## config.mk

```make
export PLATFORM = sky130hd
export DESIGN_NAME = lsu_icb_ctrl
export DESIGN_NICKNAME = d
export VERILOG_FILES = /design/src/rtl/lsu_icb_ctrl.sv
export SDC_FILE = /design/constraint.sdc
export NUM_CORES = 1
export LEC_CHECK = 0
export BUFFER_PORTS_ARGS = -buffer_cell sky130_fd_sc_hd__buf_4
export CAP_MARGIN = 20
export CORE_MARGIN = 3
export CORE_UTILIZATION = 49
export DETAILED_ROUTE_END_ITERATION = 6
export PLACE_DENSITY = 0.87
export REMOVE_ABC_BUFFERS = 1
export SYNTH_ARGS = -nofsm -noshare
export SYNTH_HDL_FRONTEND = slang
export SYNTH_SLANG_ARGS = --single-unit
```

## constraint.sdc

```tcl
create_clock -name clk -period 4.9 [get_ports clk]
set_input_delay 0.98 -clock clk [delete_from_list [all_inputs] [get_ports clk]]
set_output_delay 0.98 -clock clk [all_outputs]
set_load 0.03 [all_outputs]
```

## src/rtl/lsu_icb_ctrl.sv

```systemverilog
// LSU front end: one-outstanding bridge from the AGU ICB command channel to a word memory port.
// Optional build macro LSU_MISALIGN_CHK_EN answers misaligned half/word accesses with an error.
module lsu_icb_ctrl #(
  parameter int unsigned XLEN        = 32,
  parameter int unsigned ADDR_SIZE   = 32,
  parameter int unsigned RFIDX_WIDTH = 5
) (
  input  logic                   clk,
  input  logic                   rst_n,
  input  logic                   agu_icb_cmd_valid,
  output logic                   agu_icb_cmd_ready,
  input  logic [ADDR_SIZE-1:0]   agu_icb_cmd_addr,
  input  logic                   agu_icb_cmd_read,
  input  logic [XLEN-1:0]        agu_icb_cmd_wdata,
  input  logic [XLEN/8-1:0]      agu_icb_cmd_wmask,
  input  logic [1:0]             agu_icb_cmd_size,
  input  logic                   agu_icb_cmd_usign,
  input  logic [RFIDX_WIDTH-1:0] agu_icb_cmd_rdidx,
  output logic                   agu_icb_rsp_valid,
  input  logic                   agu_icb_rsp_ready,
  output logic [XLEN-1:0]        agu_icb_rsp_rdata,
  output logic [RFIDX_WIDTH-1:0] agu_icb_rsp_rdidx,
  output logic                   agu_icb_rsp_err,
  output logic                   mem_req_valid,
  input  logic                   mem_req_ready,
  output logic [ADDR_SIZE-1:0]   mem_req_addr,
  output logic                   mem_req_wen,
  output logic [XLEN-1:0]        mem_req_wdata,
  output logic [XLEN/8-1:0]      mem_req_wmask,
  input  logic                   mem_rsp_valid,
  input  logic [XLEN-1:0]        mem_rsp_rdata,
  input  logic                   mem_rsp_err
);

  typedef enum logic [1:0] {StIdle, StReq, StWait, StRsp} state_e;

  state_e                 r_state, w_state_nxt;
  logic [ADDR_SIZE-1:0]   r_addr;
  logic                   r_read;
  logic [1:0]             r_size;
  logic                   r_usign;
  logic [RFIDX_WIDTH-1:0] r_rdidx;
  logic [XLEN-1:0]        r_wdata;
  logic [XLEN/8-1:0]      r_wmask;
  logic [XLEN-1:0]        r_rdata;
  logic                   r_err;

  logic                   w_cmd_hsk;
  logic                   w_misalign;
  logic [4:0]             w_off_bits;
  logic [XLEN-1:0]        w_ld_shift;
  logic [XLEN-1:0]        w_ld_ext;

  assign w_cmd_hsk  = agu_icb_cmd_valid & (r_state == StIdle);
  assign w_off_bits = {r_addr[1:0], 3'b000};

`ifdef LSU_MISALIGN_CHK_EN
  // Size 3 is a word access, so bit 1 of size selects the word alignment rule.
  assign w_misalign = ((agu_icb_cmd_size == 2'd1) & agu_icb_cmd_addr[0]) |
                      (agu_icb_cmd_size[1] & (|agu_icb_cmd_addr[1:0]));
`else
  assign w_misalign = 1'b0;
`endif

  always_comb begin
    w_state_nxt       = r_state;
    agu_icb_cmd_ready = 1'b0;
    mem_req_valid     = 1'b0;
    agu_icb_rsp_valid = 1'b0;
    unique case (r_state)
      StIdle: begin
        agu_icb_cmd_ready = 1'b1;
        if (agu_icb_cmd_valid) w_state_nxt = w_misalign ? StRsp : StReq;
      end
      StReq: begin
        mem_req_valid = 1'b1;
        if (mem_req_ready) w_state_nxt = StWait;
      end
      StWait: begin
        if (mem_rsp_valid) w_state_nxt = StRsp;
      end
      StRsp: begin
        agu_icb_rsp_valid = 1'b1;
        if (agu_icb_rsp_ready) w_state_nxt = StIdle;
      end
    endcase
  end

  always_comb begin
    w_ld_shift = mem_rsp_rdata >> w_off_bits;
    case (r_size)
      2'd0:    w_ld_ext = {{(XLEN-8){~r_usign & w_ld_shift[7]}}, w_ld_shift[7:0]};
      2'd1:    w_ld_ext = {{(XLEN-16){~r_usign & w_ld_shift[15]}}, w_ld_shift[15:0]};
      default: w_ld_ext = w_ld_shift;
    endcase
  end

  always_ff @(posedge clk or negedge rst_n) begin
    if (!rst_n) begin
      r_state <= StIdle;
      r_addr  <= '0;
      r_read  <= 1'b0;
      r_size  <= 2'd0;
      r_usign <= 1'b0;
      r_rdidx <= '0;
      r_wdata <= '0;
      r_wmask <= '0;
      r_rdata <= '0;
      r_err   <= 1'b0;
    end else begin
      r_state <= w_state_nxt;
      if (w_cmd_hsk) begin
        r_addr  <= agu_icb_cmd_addr;
        r_read  <= agu_icb_cmd_read;
        r_size  <= agu_icb_cmd_size;
        r_usign <= agu_icb_cmd_usign;
        r_rdidx <= agu_icb_cmd_rdidx;
        r_wdata <= agu_icb_cmd_wdata;
        r_wmask <= agu_icb_cmd_wmask;
        r_rdata <= '0;
        r_err   <= w_misalign;
      end else if ((r_state == StWait) && mem_rsp_valid) begin
        // Stores and faulted accesses return zero data.
        r_rdata <= (r_read && !mem_rsp_err) ? w_ld_ext : '0;
        r_err   <= mem_rsp_err;
      end
    end
  end

  assign mem_req_addr      = {r_addr[ADDR_SIZE-1:2], 2'b00};
  assign mem_req_wen       = ~r_read;
  assign mem_req_wdata     = r_wdata << w_off_bits;
  assign mem_req_wmask     = r_wmask << r_addr[1:0];
  assign agu_icb_rsp_rdata = r_rdata;
  assign agu_icb_rsp_rdidx = r_rdidx;
  assign agu_icb_rsp_err   = r_err;

endmodule

```

## Word level (Yosys, flattened, before mapping)

Index checks and enable logic that the tools add are counted.

- Register bits: 112

- Equality and inequality tests: 8
- Shift-type cells: 3
- Muxes and demuxes: 14
- Bitwise logic cells: 5
- Reduce and logical (&&, ||, !) cells: 7

Operators with widths:

| kind | count |
|---|---|
| 32-bit two-way mux | 3 |
| 32-bit case mux with 2 select lines | 1 |
| 32-bit by 5-bit left shift with 32-bit output | 1 |
| 32-bit by 5-bit >> shifter with 32-bit output | 1 |
| 2-bit two-way mux | 4 |
| 2-bit != test, second input constant | 4 |
| 2-bit case mux with 4 select lines | 1 |
| 1-bit two-way mux | 5 |
| 2-bit by 1-bit equality test with 1-bit output, second input constant | 2 |
| 2-bit equality test, second input constant | 2 |
| 2-bit logical NOT | 2 |
| 4-bit AND reduction | 1 |
| 4-bit by 2-bit left shift with 4-bit output | 1 |
| 1-bit bitwise AND | 3 |
| 1-bit logical AND | 2 |
| 1-bit NOT | 2 |
| 2-bit nonzero test | 1 |
| 1-bit logical NOT | 1 |

## Logic depth before layout (Yosys ltp)

- Word-level depth: 6
- Depth in mapped cells: 9
- Gate-level depth less buffers: 6

## Worst setup path after synthesis

No wires, ideal clock.

- Kind: register to output
- From: register r_addr[1]
- To: output mem_req_wdata[16]
- Arrival: 2028 ps
- Slack: 1892 ps
- Stages on the path, launching flop included: 6
- Path buffers: 3
- Cells stage by stage: dfrtp_1 > buf_2 > buf_2 > buf_1 > mux2i_1 > o21ai_0

- Cells in the longest elaborated chain, start to end: 1

Ends and longest elaborated chain:

| item | RTL line | source |
|---|---|---|
| start, declared | 38 | `logic [ADDR_SIZE-1:0] r_addr;` |
| start signal, assigned | 113 | `r_addr <= agu_icb_cmd_addr;` |
| 32-bit by 5-bit left shift with 32-bit output | 132 | `assign mem_req_wdata = r_wdata << w_off_bits;` |
| end, declared | 28 | `output logic [XLEN-1:0] mem_req_wdata,` |

Every way passes these cells.

## Final worst setup path

- From: register r_addr[1]
- To: output mem_req_wdata[25]

The elaborated chain is that of the path after synthesis.

==> flow_summary.json <==
{
  "status": "completed",
  "crit_arrival_ns": 2.31,
  "postCtsSetupRepairBufs": 0,
  "drt-total-wl_um": 14800,
  "startpoint_type": "flop",
  "synth_top_area_frac": 0.498,
  "design_area_um2": 7490,
  "clk-insertion-delay-late_ns": 0.35,
  "power_density_nw_per_um2": 752,
  "required_ns": 3.92,
  "drive_gt1_frac": 0.530,
  "yosysTopAreaCell": "dfrtp_1",
  "grt_max_degree": 87,
  "syn_area_um2": 5620,
  "maxCapViolCount": 0,
  "cp-end-kind": "output port",
  "die_h_um": 113,
  "core.rowCount": 38,
  "hpwlAfterDp_um": 10800,
  "dpl_cell_area_um2": 7140,
  "ys.flop_type": "dfrtp_1",
  "drtAntennaViolNets": 0,
  "slew_headroom": 0.350,
  "cts_resized": 0,
  "fin_util": 0.679,
  "power_mw": 5.63,
  "peakVddDrop_mv": 0.513,
  "firstDrtPassIters": 4,
  "drt_iter0_markers": 344,
  "path_cells": "buf_4, nor2b_1, a211oi_1, a21oi_1, buf_4",
  "synth-seq-area-share": 0.498,
  "slew_viol_final": 0,
  "synth_cell_type_count": 34,
  "cpMostUsedCell": "buf_4",
  "final_nets": 777,
  "clock_sinks": 112,
  "slowest_delay_ns": 0.85,
  "timing.critical_path.buf_inv": 2,
  "finalCritPeriodShare": 0.671,
  "max-clock-path-buffers": 2,
  "drc": 0,
  "synth_edf_count": 0,
  "dieArea_um2": 12800,
  "path_clk_slew_ns": 0.07,
  "tightest_slew_ns": 0.975,
  "wire_per_inst_um": 18.5,
  "path_max_fanout": 39,
  "crit_slowest_cell": "dfrtp_2",
  "p_leak_nw": 3.59,
  "cts_tree": "yes",
  "h-tree-depth": 3,
  "synth.avg_cell_area_um2": 11.7,
  "root_buffer": "clkbuf_16",
  "min_period_ns": 3.29,
  "max_clock_freq_mhz": 304,
  "synth_most_common_cell": "dfrtp_1",
  "coreArea_um2": 11000,
  "grt_usage": 0.230,
  "finalWeightedCongestion": 0.774,
  "critical_path_class": "flop to output port",
  "area_growth_pct": 33.1,
  "antenna_found_initial": 0,
  "start_util": 0.510,
  "overflow": 0,
  "grt_first_pass_wirelength_um": 23100,
  "ys_warn_count": 0,
  "skew_ns": 0.00810,
  "ys_ff_latch": 112,
  "ys_async_sr_fraction": 1.00,
  "port_buffers": 223,
  "hold_viol": 0,
  "cts-hold-fix-buffers": 0,
  "crit_family": "flip-flops",
  "synth_common_cells": "dfrtp_1, mux2_2, mux2i_1",
  "n_antenna_cell": 0,
  "dr_total_vias": 4346,
  "synth_area_leaders": "dfrtp_1, mux2_2, mux2i_1",
  "setup_viol": 0,
  "grt_pass1_vias": 4550,
  "io_pins": 226,
  "rsz0062_at_grt": "false",
  "fin_tns_setup_ns": 0,
  "whs_ns": 0.489,
  "syn_inst": 480,
  "hold_class": "flop to flop",
  "dieWidth_um": 113,
  "cts_buffers": 9,
  "via_per_inst": 5.42
}
[worst min-delay path: cells and delay by family, from the launching register on]
family,cells,cell delay (ns)
flip-flops,1,0.35
AO/OA/AOI/OAI,1,0.06
AND/OR/NAND/NOR,1,0.05
[sequential cells by signal, summed over array words and instances, names as in the netlist]
register	flops
r_state	2
r_addr	32
r_read	1
r_wdata	32
r_size	2
r_wmask	4
agu_icb_rsp_rdata	32
r_usign	1
agu_icb_rsp_err	1
agu_icb_rsp_rdidx	5
[cells by family (layout without fill, tap and decap cells)]
| family | Yosys count | after routing | synth area share |
|---|---|---|---|
| fa+ha+maj | 4 | 4 | 0.00890 |
| mux | 120 | 120 | 0.235 |
| simple gates | 81 | 81 | 0.0763 |
| buf+inv | 73 | 254 | 0.0750 |
| other cells | 1 | 2 | 0.000667 |
| flops | 112 | 112 | 0.498 |
| compound gates | 89 | 89 | 0.106 |
[area by class of cell]
type / count / area [um^2]
fill: 829 / 3540
sequential: 112 / 2810
multi-input combinational: 296 / 2410
timing repair buffer: 230 / 1750
clock buffer: 11 / 243
tap: 140 / 175
clock inverter: 5 / 80.1
inverter: 8 / 30.0
[metrics by stage]
step                setup slack [ns]  instances
detailed placement              1.81        785
finish                          1.61        802
global route                    1.46        802
CTS                             1.59        801
global placement                1.85        785
floorplan                       1.33        416
[layer usage]
layer / up-vias / part of all wire / global-route usage / routed length [um]
met1: 2105 / 0.38 / 0.265 / 5610
met3: 22 / 0.10 / 0.0898 / 1550
li1: 2023 / - / - / -
met2: 196 / 0.50 / 0.386 / 7390
met5: - / 0 / 0 / 0
met4: 0 / 0.020 / 0.0913 / 296
[where the power goes]
part	total [mW]	internal (mW)	switching [mW]	leakage, nW
logic	3.18	1.33	1.85	2.05
registers	1.66	1.33	0.325	1.39
clock network	0.795	0.462	0.333	0.152
[cells in the final DEF, fill, tap and decap left out]
| cell type | instances |
|---|---|
| a221oi_1 | 1 |
| nor2_1 | 19 |
| mux4_2 | 1 |
| a221o_2 | 10 |
| or4_4 | 1 |
| o21ai_0 | 33 |
| nor4b_4 | 1 |
| dfrtp_2 | 2 |
| nor3b_2 | 1 |
| or2_2 | 2 |
| clkbuf_8 | 1 |
| a221o_1 | 6 |
| a21oi_2 | 1 |
| mux2i_1 | 34 |
| conb_1 | 2 |
| clkinv_2 | 1 |
| and2_1 | 9 |
| nand2_1 | 28 |
| o22ai_1 | 1 |
| bufinv_16 | 2 |
| mux2_2 | 85 |
| dfrtp_1 | 110 |
| inv_1 | 8 |
| nand3b_1 | 7 |
| buf_16 | 1 |
| o2bb2ai_1 | 1 |
| clkbuf_16 | 9 |
| nor3b_1 | 1 |
| and2_4 | 1 |
| clkbuf_1 | 1 |
| buf_4 | 229 |
| nor2b_1 | 10 |
| a2bb2oi_1 | 1 |
| a21oi_1 | 25 |
| ha_1 | 4 |
| nand3_1 | 1 |
| a211oi_1 | 9 |
| clkinvlp_4 | 2 |
| a2111oi_4 | 1 |
[worst paths after layout]
check | slack [ns] | from | to | cells past startpoint
worst max-delay path | 1.61 | r_addr[1] | mem_req_wdata[25] | 5
min in group asynchronous | 0.59 | rst_n | r_wdata[9] | 1
worst min-delay path | 0.49 | agu_icb_rsp_rdata[6] | agu_icb_rsp_rdata[6] | 2
worst max register to register | 1.92 | r_addr[1] | agu_icb_rsp_rdata[30] | 5
max in group asynchronous | 3.26 | rst_n | r_addr[18] | 3
worst min register to register | 0.49 | agu_icb_rsp_rdata[6] | agu_icb_rsp_rdata[6] | 2
No activity file was read; power rests on OpenSTA's default activity.
